**src/rtl/alarm_sequencer_pkg.sv**
```systemverilog
// Shared definitions for the alarm bell sequencer: FSM state encoding and tone helper.
package alarm_sequencer_pkg;

   localparam int STATE_W = 3;

   // Encodings are visible on state_o for debug/display, so they are fixed values.
   typedef enum logic [STATE_W-1:0] {
      ST_IDLE   = 3'd0,
      ST_ARMED  = 3'd1,
      ST_RING   = 3'd2,
      ST_SNOOZE = 3'd3,
      ST_DONE   = 3'd4
   } state_t;

   // Select the tone bit from the divider: phase 0 -> 1 kHz (d[0]), phase 1 -> 500 Hz (d[1]).
   function automatic logic tone_sel(input logic phase, input logic [1:0] div);
      return phase ? div[1] : div[0];
   endfunction

endpackage : alarm_sequencer_pkg

```
**src/rtl/alarm_sequencer_edge_detect.sv**
```systemverilog
// Rising-edge detector: one-cycle pulse when i_level goes 0->1. Previous value resets to 0.
module edge_detect (
   input  logic clk,
   input  logic rst,
   input  logic i_level,
   output logic o_rise
);

   logic r_prev;

   // Remember last cycle's level so a rise can be seen against it.
   // NOTE: sequential state uses non-blocking assignments so every flop samples pre-edge values.
   always_ff @(posedge clk or posedge rst) begin
      if (rst) begin
         r_prev <= 1'b0;
      end else begin
         r_prev <= i_level;
      end
   end

   assign o_rise = i_level & ~r_prev;

endmodule : edge_detect

```
**src/rtl/alarm_sequencer.sv**
```systemverilog
// Alarm bell sequencer: arms on bell enable, rings on a rising time match, and handles
// snooze, stop, ring timeout and the alternating 1 kHz / 500 Hz buzzer tone.
module alarm_sequencer
   import alarm_sequencer_pkg::*;
#(
   parameter  int RING_SECS   = 60,
   parameter  int SNOOZE_SECS = 300,
   parameter  int MAX_SNOOZE  = 3,
   parameter  int CNT_W       = 9,
   localparam int SNZ_W       = $clog2(MAX_SNOOZE + 1)
) (
   input  logic               clk,
   input  logic               rst,
   input  logic               sec_tick,
   input  logic               time_match,
   input  logic               bell_en,
   input  logic               snooze_key,
   input  logic               stop_key,
   output logic               bell_out,
   output logic               ringing,
   output logic               snoozing,
   output logic [SNZ_W-1:0]   snooze_cnt,
   output logic [STATE_W-1:0] state_o
);

   localparam logic [CNT_W-1:0] RING_LIM   = CNT_W'(RING_SECS);
   localparam logic [CNT_W-1:0] SNOOZE_LIM = CNT_W'(SNOOZE_SECS);
   localparam logic [SNZ_W-1:0] SNZ_MAX    = SNZ_W'(MAX_SNOOZE);

   // Registered state
   state_t           r_state;
   logic [CNT_W-1:0] r_sec_cnt;
   logic [SNZ_W-1:0] r_snooze_cnt;
   logic [1:0]       r_div;
   logic             r_phase;
   logic             r_bell;

   // Next-state values
   state_t           w_state_nxt;
   logic [CNT_W-1:0] w_sec_cnt_nxt;
   logic [SNZ_W-1:0] w_snooze_cnt_nxt;
   logic             w_phase_nxt;

   // Edge pulses and helpers
   logic             w_snooze_rise;
   logic             w_stop_rise;
   logic             w_match_rise;
   logic             w_tick;
   logic [CNT_W-1:0] w_sec_inc;

   edge_detect u_snooze_edge (
      .clk     (clk),
      .rst     (rst),
      .i_level (snooze_key),
      .o_rise  (w_snooze_rise)
   );

   edge_detect u_stop_edge (
      .clk     (clk),
      .rst     (rst),
      .i_level (stop_key),
      .o_rise  (w_stop_rise)
   );

   edge_detect u_match_edge (
      .clk     (clk),
      .rst     (rst),
      .i_level (time_match),
      .o_rise  (w_match_rise)
   );

   // A key edge in the same cycle as a second tick swallows that tick.
   assign w_tick    = sec_tick & ~(w_snooze_rise | w_stop_rise);
   assign w_sec_inc = r_sec_cnt + 1'b1;

   // Next-state and counter updates; bell_en low overrides everything, then stop, snooze, tick.
   // NOTE: every always_comb output gets a default first so no path leaves it unassigned (no latch).
   always_comb begin
      w_state_nxt      = r_state;
      w_sec_cnt_nxt    = r_sec_cnt;
      w_snooze_cnt_nxt = r_snooze_cnt;
      w_phase_nxt      = r_phase;

      if (!bell_en) begin
         w_state_nxt = ST_IDLE;
      end else begin
         unique case (r_state)
            ST_IDLE: begin
               w_state_nxt = ST_ARMED;
            end

            // Only a fresh rise counts, so a match already high at arming is ignored.
            ST_ARMED: begin
               if (w_match_rise) begin
                  w_state_nxt      = ST_RING;
                  w_sec_cnt_nxt    = '0;
                  w_snooze_cnt_nxt = '0;
                  w_phase_nxt      = 1'b0;
               end
            end

            ST_RING: begin
               if (w_stop_rise) begin
                  w_state_nxt = ST_DONE;
               end else if (w_snooze_rise) begin
                  if (r_snooze_cnt < SNZ_MAX) begin
                     w_state_nxt      = ST_SNOOZE;
                     w_sec_cnt_nxt    = '0;
                     w_snooze_cnt_nxt = r_snooze_cnt + 1'b1;
                  end else begin
                     // Snooze budget exhausted: treat as stop.
                     w_state_nxt = ST_DONE;
                  end
               end else if (sec_tick) begin
                  w_sec_cnt_nxt = w_sec_inc;
                  w_phase_nxt   = ~r_phase;
                  if (w_sec_inc == RING_LIM) begin
                     w_state_nxt = ST_DONE;
                  end
               end
            end

            // Snooze expiry re-rings regardless of time_match.
            ST_SNOOZE: begin
               if (w_stop_rise) begin
                  w_state_nxt = ST_DONE;
               end else if (w_tick) begin
                  if (w_sec_inc == SNOOZE_LIM) begin
                     w_state_nxt   = ST_RING;
                     w_sec_cnt_nxt = '0;
                     w_phase_nxt   = 1'b0;
                  end else begin
                     w_sec_cnt_nxt = w_sec_inc;
                  end
               end
            end

            // Wait for the matching minute to pass so the alarm cannot retrigger.
            ST_DONE: begin
               if (!time_match) begin
                  w_state_nxt = ST_ARMED;
               end
            end

            default: begin
               w_state_nxt = ST_IDLE;
            end
         endcase
      end
   end

   // FSM state and counters.
   always_ff @(posedge clk or posedge rst) begin
      if (rst) begin
         r_state      <= ST_IDLE;
         r_sec_cnt    <= '0;
         r_snooze_cnt <= '0;
         r_phase      <= 1'b0;
      end else begin
         r_state      <= w_state_nxt;
         r_sec_cnt    <= w_sec_cnt_nxt;
         r_snooze_cnt <= w_snooze_cnt_nxt;
         r_phase      <= w_phase_nxt;
      end
   end

   // Free-running 2-bit tone divider: d[0] is 1 kHz, d[1] is 500 Hz at a 2 kHz clock.
   always_ff @(posedge clk or posedge rst) begin
      if (rst) begin
         r_div <= 2'd0;
      end else begin
         r_div <= r_div + 2'd1;
      end
   end

   // Registered buzzer output; gated by the state being entered so the bell is silent
   // from the same edge that leaves RING (stop, snooze, timeout or bell_en low).
   always_ff @(posedge clk or posedge rst) begin
      if (rst) begin
         r_bell <= 1'b0;
      end else begin
         r_bell <= (w_state_nxt == ST_RING) & tone_sel(w_phase_nxt, r_div);
      end
   end

   assign bell_out   = r_bell;
   assign ringing    = (r_state == ST_RING);
   assign snoozing   = (r_state == ST_SNOOZE);
   assign snooze_cnt = r_snooze_cnt;
   assign state_o    = r_state;

endmodule : alarm_sequencer

```
**config.mk**
```make
export PLATFORM = sky130hd
export DESIGN_NAME = alarm_sequencer
export DESIGN_NICKNAME = d
export VERILOG_FILES = /design/src/rtl/alarm_sequencer_pkg.sv /design/src/rtl/alarm_sequencer_edge_detect.sv /design/src/rtl/alarm_sequencer.sv
export SDC_FILE = /design/constraint.sdc
export NUM_CORES = 1
export LEC_CHECK = 0
export CAP_MARGIN = 10
export CORE_AREA = 2 2 56 58
export CTS_CLUSTER_SIZE = 30
export DETAILED_ROUTE_END_ITERATION = 8
export DIE_AREA = 0 0 58 60
export PLACE_DENSITY = 0.71
export SLEW_MARGIN = 0
export SYNTH_ARGS = -nofsm -noshare
export SYNTH_HDL_FRONTEND = slang
export SYNTH_SLANG_ARGS = --single-unit
```
**constraint.sdc**
```tcl
create_clock -name clk -period 2.8 [get_ports clk]
set_input_delay 0.42 -clock clk [delete_from_list [all_inputs] [get_ports clk]]
set_output_delay 0.42 -clock clk [all_outputs]
set_load 0.01 [all_outputs]
```
# [After elaboration in Yosys (flattened, before gate mapping)]
# Cells that the tools add are included.
# Widths: inputs -> output; s select.
[op_classes] n_eq_ne=15 n_bitwise=11 reduce_logical=5 mux=36 magnitude_cmp=1 n_addsub=3
[op_table] operator="$mux 9" n=8
[op_table] operator="$mux 3" n=11
[op_table] operator="$pmux 9 s3" n=1
[op_table] operator="$pmux 3 s5" n=1
[op_table] operator="$add 9x1->9 const B" n=1
[op_table] operator="$eq 3x2->1 const B" n=3
[op_table] operator="$eq 9x6->1 const B" n=1
[op_table] operator="$eq 9x9->1 const B" n=1
[op_table] operator="$mux 1" n=9
[op_table] operator="$mux 2" n=4
[op_table] operator="$ne 2x1->1 const B" n=4
[op_table] operator="$reduce_and 8->1" n=1
[op_table] operator="$ne 3x2->1 const B" n=2
[op_table] operator="$reduce_and 6->1" n=1
[op_table] operator="$and 1x1->1" n=5
[op_table] operator="$not 1->1" n=5
[op_table] operator="$add 2x1->2 const B" n=2
[op_table] operator="$ne 2x2->1 const B" n=2
[op_table] operator="$pmux 2 s2" n=1
[op_table] operator="$eq 3x1->1 const B" n=1
[op_table] operator="$eq 3x3->1 const B" n=1
[op_table] operator="$logic_not 3->1" n=1
[op_table] operator="$pmux 1 s3" n=1
[op_table] operator="$reduce_bool 3->1" n=1
[op_table] operator="other kinds (3)" n=3
[totals] elab_cells=80 input_bits=7 register_bits=21 out_inout_bits=8

# [Logic depth before layout (Yosys ltp)]
# Gate-level depths: netlist of the first run.
[depth] ltp_word=11 ltp_mapped=8 ltp_nobuf=7

# [Hierarchy]
# From an unflattened synthesis of the first run, not the netlist that was laid out.
[hier_totals] cells_unflattened=140 hier_area_um2=1318.8
[modules_own_cells] mod="alarm_sequencer" instances=1 area_each_um2=1191.1 cells_per_inst=131 seq_area_each_um2=450.4
[modules_own_cells] mod="edge_detect" instances=3 area_each_um2=42.5 cells_per_inst=3 seq_area_each_um2=25.0

# [Least setup slack after synthesis of the first run]
# No wires, ideal clock.
[synth_path] path_type="register to register" start="register r_sec_cnt[0]" end="register r_bell, in the netlist bell_out" t_arrival_ns=2.076 required_time_ns=2.704 n_path_buf=1 synth_period_minus_slack_ns=2.172 slack_ns=0.628 path_stages_with_launch=9 setup_ns=0.096 cell_sequence="dfrtp_1 ha_1 buf_2 nand4_1 or3_1 a21boi_1 nand3_2 or3_1 a311oi_2"
[synth_between] elab_chain_cells=10 elab_cells_between_ends=20 cone_classes="1 x add/sub; 3 x eq/ne; 15 x mux; 1 x bitwise"
[synth_rtl] item="start, declared" line_no="alarm_sequencer.sv:32" source="logic [CNT_W-1:0] r_sec_cnt;"
[synth_rtl] item="start signal, assigned" line_no="alarm_sequencer.sv:161" source="r_sec_cnt <= w_sec_cnt_nxt;"
[synth_rtl] item="$add 9x1->9 *" line_no="alarm_sequencer.sv:74" source="assign w_sec_inc = r_sec_cnt + 1'b1;"
[synth_rtl] item="$eq 9x6->1" line_no="alarm_sequencer.sv:117" source="if (w_sec_inc == RING_LIM) begin"
[synth_rtl] item="$mux 3" line_no="alarm_sequencer.sv:117"
[synth_rtl] item="$mux 3" line_no="alarm_sequencer.sv:114" source="end else if (sec_tick) begin"
[synth_rtl] item="$mux 3" line_no="alarm_sequencer.sv:105" source="end else if (w_snooze_rise) begin"
[synth_rtl] item="$mux 3" line_no="alarm_sequencer.sv:103" source="if (w_stop_rise) begin"
[synth_rtl] item="$pmux 3 s5" line_no="alarm_sequencer.sv:87" source="unique case (r_state)"
[synth_rtl] item="$mux 3" line_no="alarm_sequencer.sv:84" source="if (!bell_en) begin"
[synth_rtl] item="$eq 3x2->1" line_no="alarm_sequencer.sv:182" source="r_bell <= (w_state_nxt == ST_RING) & tone_sel(w_phase_nxt, r_div);"
[synth_rtl] item="$and 1x1->1 *" line_no="alarm_sequencer.sv:182"
[synth_rtl] item="end signal, assigned" line_no="alarm_sequencer.sv:182"
[synth_rtl] item="end, declared" line_no="alarm_sequencer.sv:36" source="logic r_bell;"
# Mark *: on every way between the ends. The rest lies on a longest branch, timed or not.
# A chain may end at the register's enable or synchronous reset.

# [Final worst setup path of the first run]
# Ends and elaborated chain as after synthesis.

==> results.cfg, run 1 <==
[timing]
rsz0062_at_grt = false
fin_crit_ns = 2.50
setup_ws_ns = 0.300
fmax_mhz = 400
period_share_pct = 89.3
fin_skew_ns = 0.00871
finalMaxSlewViolations = 0
setup_viol = 0
slew_headroom_pct = 46.9
worst_slew_pin_slew_ns = 0.796
finalHoldViolations = 0
fin_setup_tns_ns = 0

[synth]
postSynthCellCount = 162
ys_seq_area_share_pct = 37.6
synthFlopType = dfrtp_1
synthMostInstantiatedCell = nand2_1
synth-edff-count = 0
synthTopCellsByCount = nand2_1 (22), dfrtp_1 (21), o21ai_0 (12)
ys_async_sr_fraction_pct = 100
avgSynthCellArea_um2 = 8.63
yosysTopAreaCellShare_pct = 37.6
yosys_warnings = 0
synthesis.area_um2 = 1400
ys_types = 50
post-synth-top-area-cell = dfrtp_1
ys_top_cells_by_area = dfrtp_1 (38%), nand2_1 (5.9%), o21ai_0 (4.3%), nand4_1 (3.6%), nand3_1 (2.9%)
synth_seq_cells = 21
synth_fp_nets = 172

[run]
maxCapViolCount = 0

[clocking]
cts.sinks = 21
path_clk_slew_ns = 0.11
clock_latency_ns = 0.30
postCtsHoldBufs = 0
cts_buffers = 3
post_cts_resized = 0
cts_tree = built
h-tree-depth = 1
clk_path_buf_depth = 2
post_cts_buffers = 0
cts_root_buf = clkbuf_4

[power]
p_int_uw = 410
pwr-share-seq_pct = 59.0
leakage_uw = 0.000625
peakVddDrop_mv = 0.257
clock_power_share_pct = 25.5
p_comb_share_pct = 15.5
power_density_nw_per_um2 = 360
power.share.switching_pct = 26.3
switchingPower_uw = 146

[finish]
fillers = 273
syn_to_final_growth_pct = 10.6
postLayoutCoreUtil_pct = 53.3
drive_gt1_share_pct = 8.28
antennaDiodeCount = 0
num-nets-final = 180

[placed_design]
portBuffers = 14
place_ws_ns = 0.272
dp_hpwl_um = 2100
gp_congestion = 0.894

[worst_setup_path]
cp_max_fo = 10
r2r-end = bell_out
crit_required_ns = 3.00
r2r_cells = 7
r2r-start = r_sec_cnt[0]
rrSetupSlack_ns = 0.30
criticalPathCategory = reg -> reg
arrival_ns = 2.70
endpoint_kind = flip-flop
cp-start-kind = flip-flop

[routing]
finalWirelength_um = 2850
antenna_left = 0
vias = 1217
drc = 0
drt_iter0_drc = 57
wl_per_cell_um = 14.1
drt_first_pass_iters = 4
vias_per_cell = 6.02

[global_routing]
grt_usage_pct = 17.6
grt_pass1_vias = 1147
grtUsageMet3_pct = 2.16
antenna_found_initial = 0
grt_pass1_wl_um = 4710
grtUsageMet2_pct = 29.5
use_met1_pct = 21.6
grt_start_max_net_pins = 22
grt-busiest-layer = met2
grt_overflow = 0

[worst_hold_path]
min_path_type = reg -> reg
worstHoldStart = r_div[0]
hold_depth = 1
hold_end = r_div[0]

[die]
core_area_um2 = 2900
die_area_um2 = 3480
ios = 15
die_h_um = 60
fp-row-count = 20
die_w_um = 58
initial_core_util_pct = 48.2

[outcome]
status = finished clean
power by group through the flow:
stage | sequential, µW | clock, µW | combinational (µW)
finish | 328 | 142 | 86.4
global route | 331 | 159 | 95.2
CTS | 328 | 147 | 86.6
detailed placement | 334 | 0 | 85.7
global placement | 334 | 0 | 85.3
floorplan | 330 | 0 | 55.5
cell type report:
type	count	area, µm²	area share (%)
timing repair buffer	14	140	9.06
inverter	7	26.3	1.70
tap	33	41.3	2.67
clock buffer	4	26.3	1.70
multi-input combinational	123	787	50.9
sequential	21	526	34.0
flip-flops by register name, indices dropped and copies added, names as in the netlist:
name and flops:
state_o 3, snooze_cnt 2, r_phase 1, r_sec_cnt 9, u_match_edge.r_prev 1, u_stop_edge.r_prev 1, r_div 2, bell_out 1
u_snooze_edge.r_prev 1
metrics by stage:
step | std cells | hold slack (ns) | power, µW | cell area, µm²
2_1_floorplan | 162 | 0.397 | 385 | 1400
3_3_place_gp | 198 | 0.479 | 419 | 1520
3_5_place_dp | 198 | 0.492 | 420 | 1520
4_1_cts | 202 | 0.508 | 562 | 1550
5_1_grt | 202 | 0.530 | 584 | 1550
6_report | 202 | 0.505 | 556 | 1550
critical path: stages (launching register included):
cell	delay [ns]
dfrtp_1	0.45
ha_1	0.38
nand4_1	0.15
or3_1	0.35
a21boi_1	0.29
nand3_2	0.13
or3_1	0.37
a311oi_2	0.27
logic make-up after synthesis:
group	synth area share [%]
AOI/OAI and AO/OA	18.1
DFF	37.6
and+or+nand+nor	32.8
xor gates and xnor gates	1.25
buffers and inverters	6.17
adders and majority gates	2.68
muxes	1.43
worst max-delay path by stage:
stage	cells past startpoint	endpoint	slack (ns)	from
floorplan	8	bell_out	0.63	r_sec_cnt[0]
global route	7	bell_out	0.11	r_sec_cnt[0]
global placement	6	r_sec_cnt[5]	0.33	snooze_key
CTS	7	bell_out	0.29	r_sec_cnt[0]
finish	7	bell_out	0.30	r_sec_cnt[0]
detailed placement	6	r_sec_cnt[5]	0.27	bell_en
placed cells by master (no fill, tap or decap), types with 3 or more instances in the layout:
cell type / instances
clkdlybuf4s50_1: 14
clkbuf_4: 3
nand2b_1: 3
nor3b_1: 3
or3_1: 3
a21oi_1: 6
or2_2: 3
nor2_1: 6
and3b_1: 3
o21ai_0: 12
nand2_1: 22
and3_1: 3
ha_1: 3
nor2b_1: 5
nand4_1: 8
nand3_1: 8
inv_1: 7
dfrtp_1: 21
layer usage:
layer	share of wire (%)	up-vias
met3	3.6	6
met5	0	-
met4	1.4	0
li1	-	597
met1	46	582
met2	49	32
Power figures use the tool's default switching activity.
==> run 2, diff against run 1 <==
--- a/config.mk
+++ b/config.mk
@@ -11,6 +11,7 @@
 export DETAILED_ROUTE_END_ITERATION = 8
 export DIE_AREA = 0 0 58 60
 export PLACE_DENSITY = 0.71
+export REMOVE_ABC_BUFFERS = 1
 export SLEW_MARGIN = 0
 export SYNTH_ARGS = -nofsm -noshare
 export SYNTH_HDL_FRONTEND = slang
==> constraint.sdc (replaced) <==
create_clock -name clk -period 2.5 [get_ports clk]
set_input_delay 0.375 -clock clk [delete_from_list [all_inputs] [get_ports clk]]
set_output_delay 0.375 -clock clk [all_outputs]
set_load 0.01 [all_outputs]
==> run 2 against run 1 <==
Effect of this change:
- design area up 5.5%
- clock power is 19% higher
- total power increased by 16%
- count of clock-buffer cells in the layout shrank 1
- highest routed layer unchanged
==> results.cfg, run 2 (same netlist as run 1, synthesis figures left out) <==
[outcome]
status = finished clean

[routing]
antenna_left = 0
drt_first_pass_iters = 4
vias_per_cell = 6.00
drt_iter0_drc = 66
wl_per_cell_um = 14.8
finalWirelength_um = 3130
vias = 1271
drc = 0

[worst_setup_path]
rrSetupSlack_ns = 0.22
crit_required_ns = 2.72
criticalPathCategory = reg -> reg
arrival_ns = 2.50
cp_max_fo = 8
cp-start-kind = flip-flop
endpoint_kind = flip-flop

[global_routing]
grt_pass1_vias = 1214
grt_start_max_net_pins = 22
grt_pass1_wl_um = 5460
antenna_found_initial = 0
grt_overflow = 0
grt_usage_pct = 20.6

[timing]
finalHoldViolations = 0
fin_setup_tns_ns = 0
finalMaxSlewViolations = 0
fin_crit_ns = 2.28
hold_slack_ns = 0.498
rsz0062_at_grt = false
fin_skew_ns = 0.00447
setup_viol = 0
slew_headroom_pct = 47.0
period_share_pct = 91.2
setup_ws_ns = 0.220
fmax_mhz = 439
worst_slew_pin_slew_ns = 0.795

[finish]
regMostFlops = r_sec_cnt
final_cell_mix = nand2_1 (22), dfrtp_1 (21), clkdlybuf4s50_1 (14), o21ai_0 (12), buf_4 (10)
multi_input_area_um2 = 793
drive_gt1_share_pct = 15.1
largest_reg_flops = 9
num-nets-final = 190
fillers = 281
regArea_um2 = 526
syn_to_final_growth_pct = 16.6
final_common_cell = nand2_1
antennaDiodeCount = 0
design_area_um2 = 1630

[run]
maxCapViolCount = 0

[clocking]
cts_buffers = 3
cts_root_buf = clkbuf_4
post_cts_buffers = 0
postCtsHoldBufs = 0
cts.sinks = 21
post_cts_resized = 0
h-tree-depth = 1
clk_path_buf_depth = 2
clock_latency_ns = 0.31
path_clk_slew_ns = 0.12
cts_tree = built

[power]
power_uw = 644
leakage_uw = 0.000670
peakVddDrop_mv = 0.412
power_density_nw_per_um2 = 395

[placed_design]
place_ws_ns = 0.109
portBuffers = 14
gp_congestion = 0.898
dpl_cell_area_um2 = 1600
dp_hpwl_um = 2390

[die]
die_h_um = 60
ios = 15
die_w_um = 58
die_area_um2 = 3480
initial_core_util_pct = 48.2
fp-row-count = 20
core_area_um2 = 2900

[worst_hold_path]
min_path_type = in -> async
run 2: cell types whose count changed in the layout (fill, tap and decap cells not counted):
cell        change
ha_1            -1
clkbuf_1        -1
clkinvlp_4      +1
a21boi_2        +1
ha_2            +1
buf_4          +10
a21boi_1        -1
run 2: power by group:
part	internal (µW)	leakage (µW)	switching [µW]	total [µW]
logic	54.1	0.000377	55.3	109
clock network	61.1	0.0000139	108	169
registers	352	0.000279	14.3	366
total	467	0.000670	177	644
run 2: through the flow:
stage	utilization, %	cells
after floorplan	-	151
after global placement	55.0	208
after detailed placement	55.0	208
after CTS	56.0	212
after global routing	56.2	212
final	56.2	212
run 2: final cells by class:
cell class | count | area share, %
multi-input combinational | 123 | 48.6
sequential | 21 | 32.2
timing repair buffer | 24 | 13.2
tap | 33 | 2.53
inverter | 7 | 1.61
clock buffer | 3 | 1.38
clock inverter | 1 | 0.460
run 2: worst max-delay path, stage by stage (launching register included):
cell and delay [ns]:
dfrtp_1 0.43, ha_2 0.29, nand4_1 0.13, or3_1 0.36, a21boi_2 0.20, nand3_2 0.12, or3_1 0.38, a311oi_2 0.28
run 2: path summary, 6_finish.rpt:
check | to | from | cells after the start
max | bell_out | r_sec_cnt[1] | 7
min | r_sec_cnt[7] | rst | 2
max reg2reg | bell_out | r_sec_cnt[1] | 7
min reg2reg | r_div[0] | r_div[0] | 1
max in group asynchronous | r_sec_cnt[8] | rst | 2
min in group clk | r_div[0] | r_div[0] | 1
run 2: metal layers:
metal	GRT usage, %	up-vias	wire (µm)
met5	0	-	0
met4	5.98	0	35
met3	4.76	6	142
met2	35.2	31	1580
met1	26.2	616	1380
li1	-	618	-
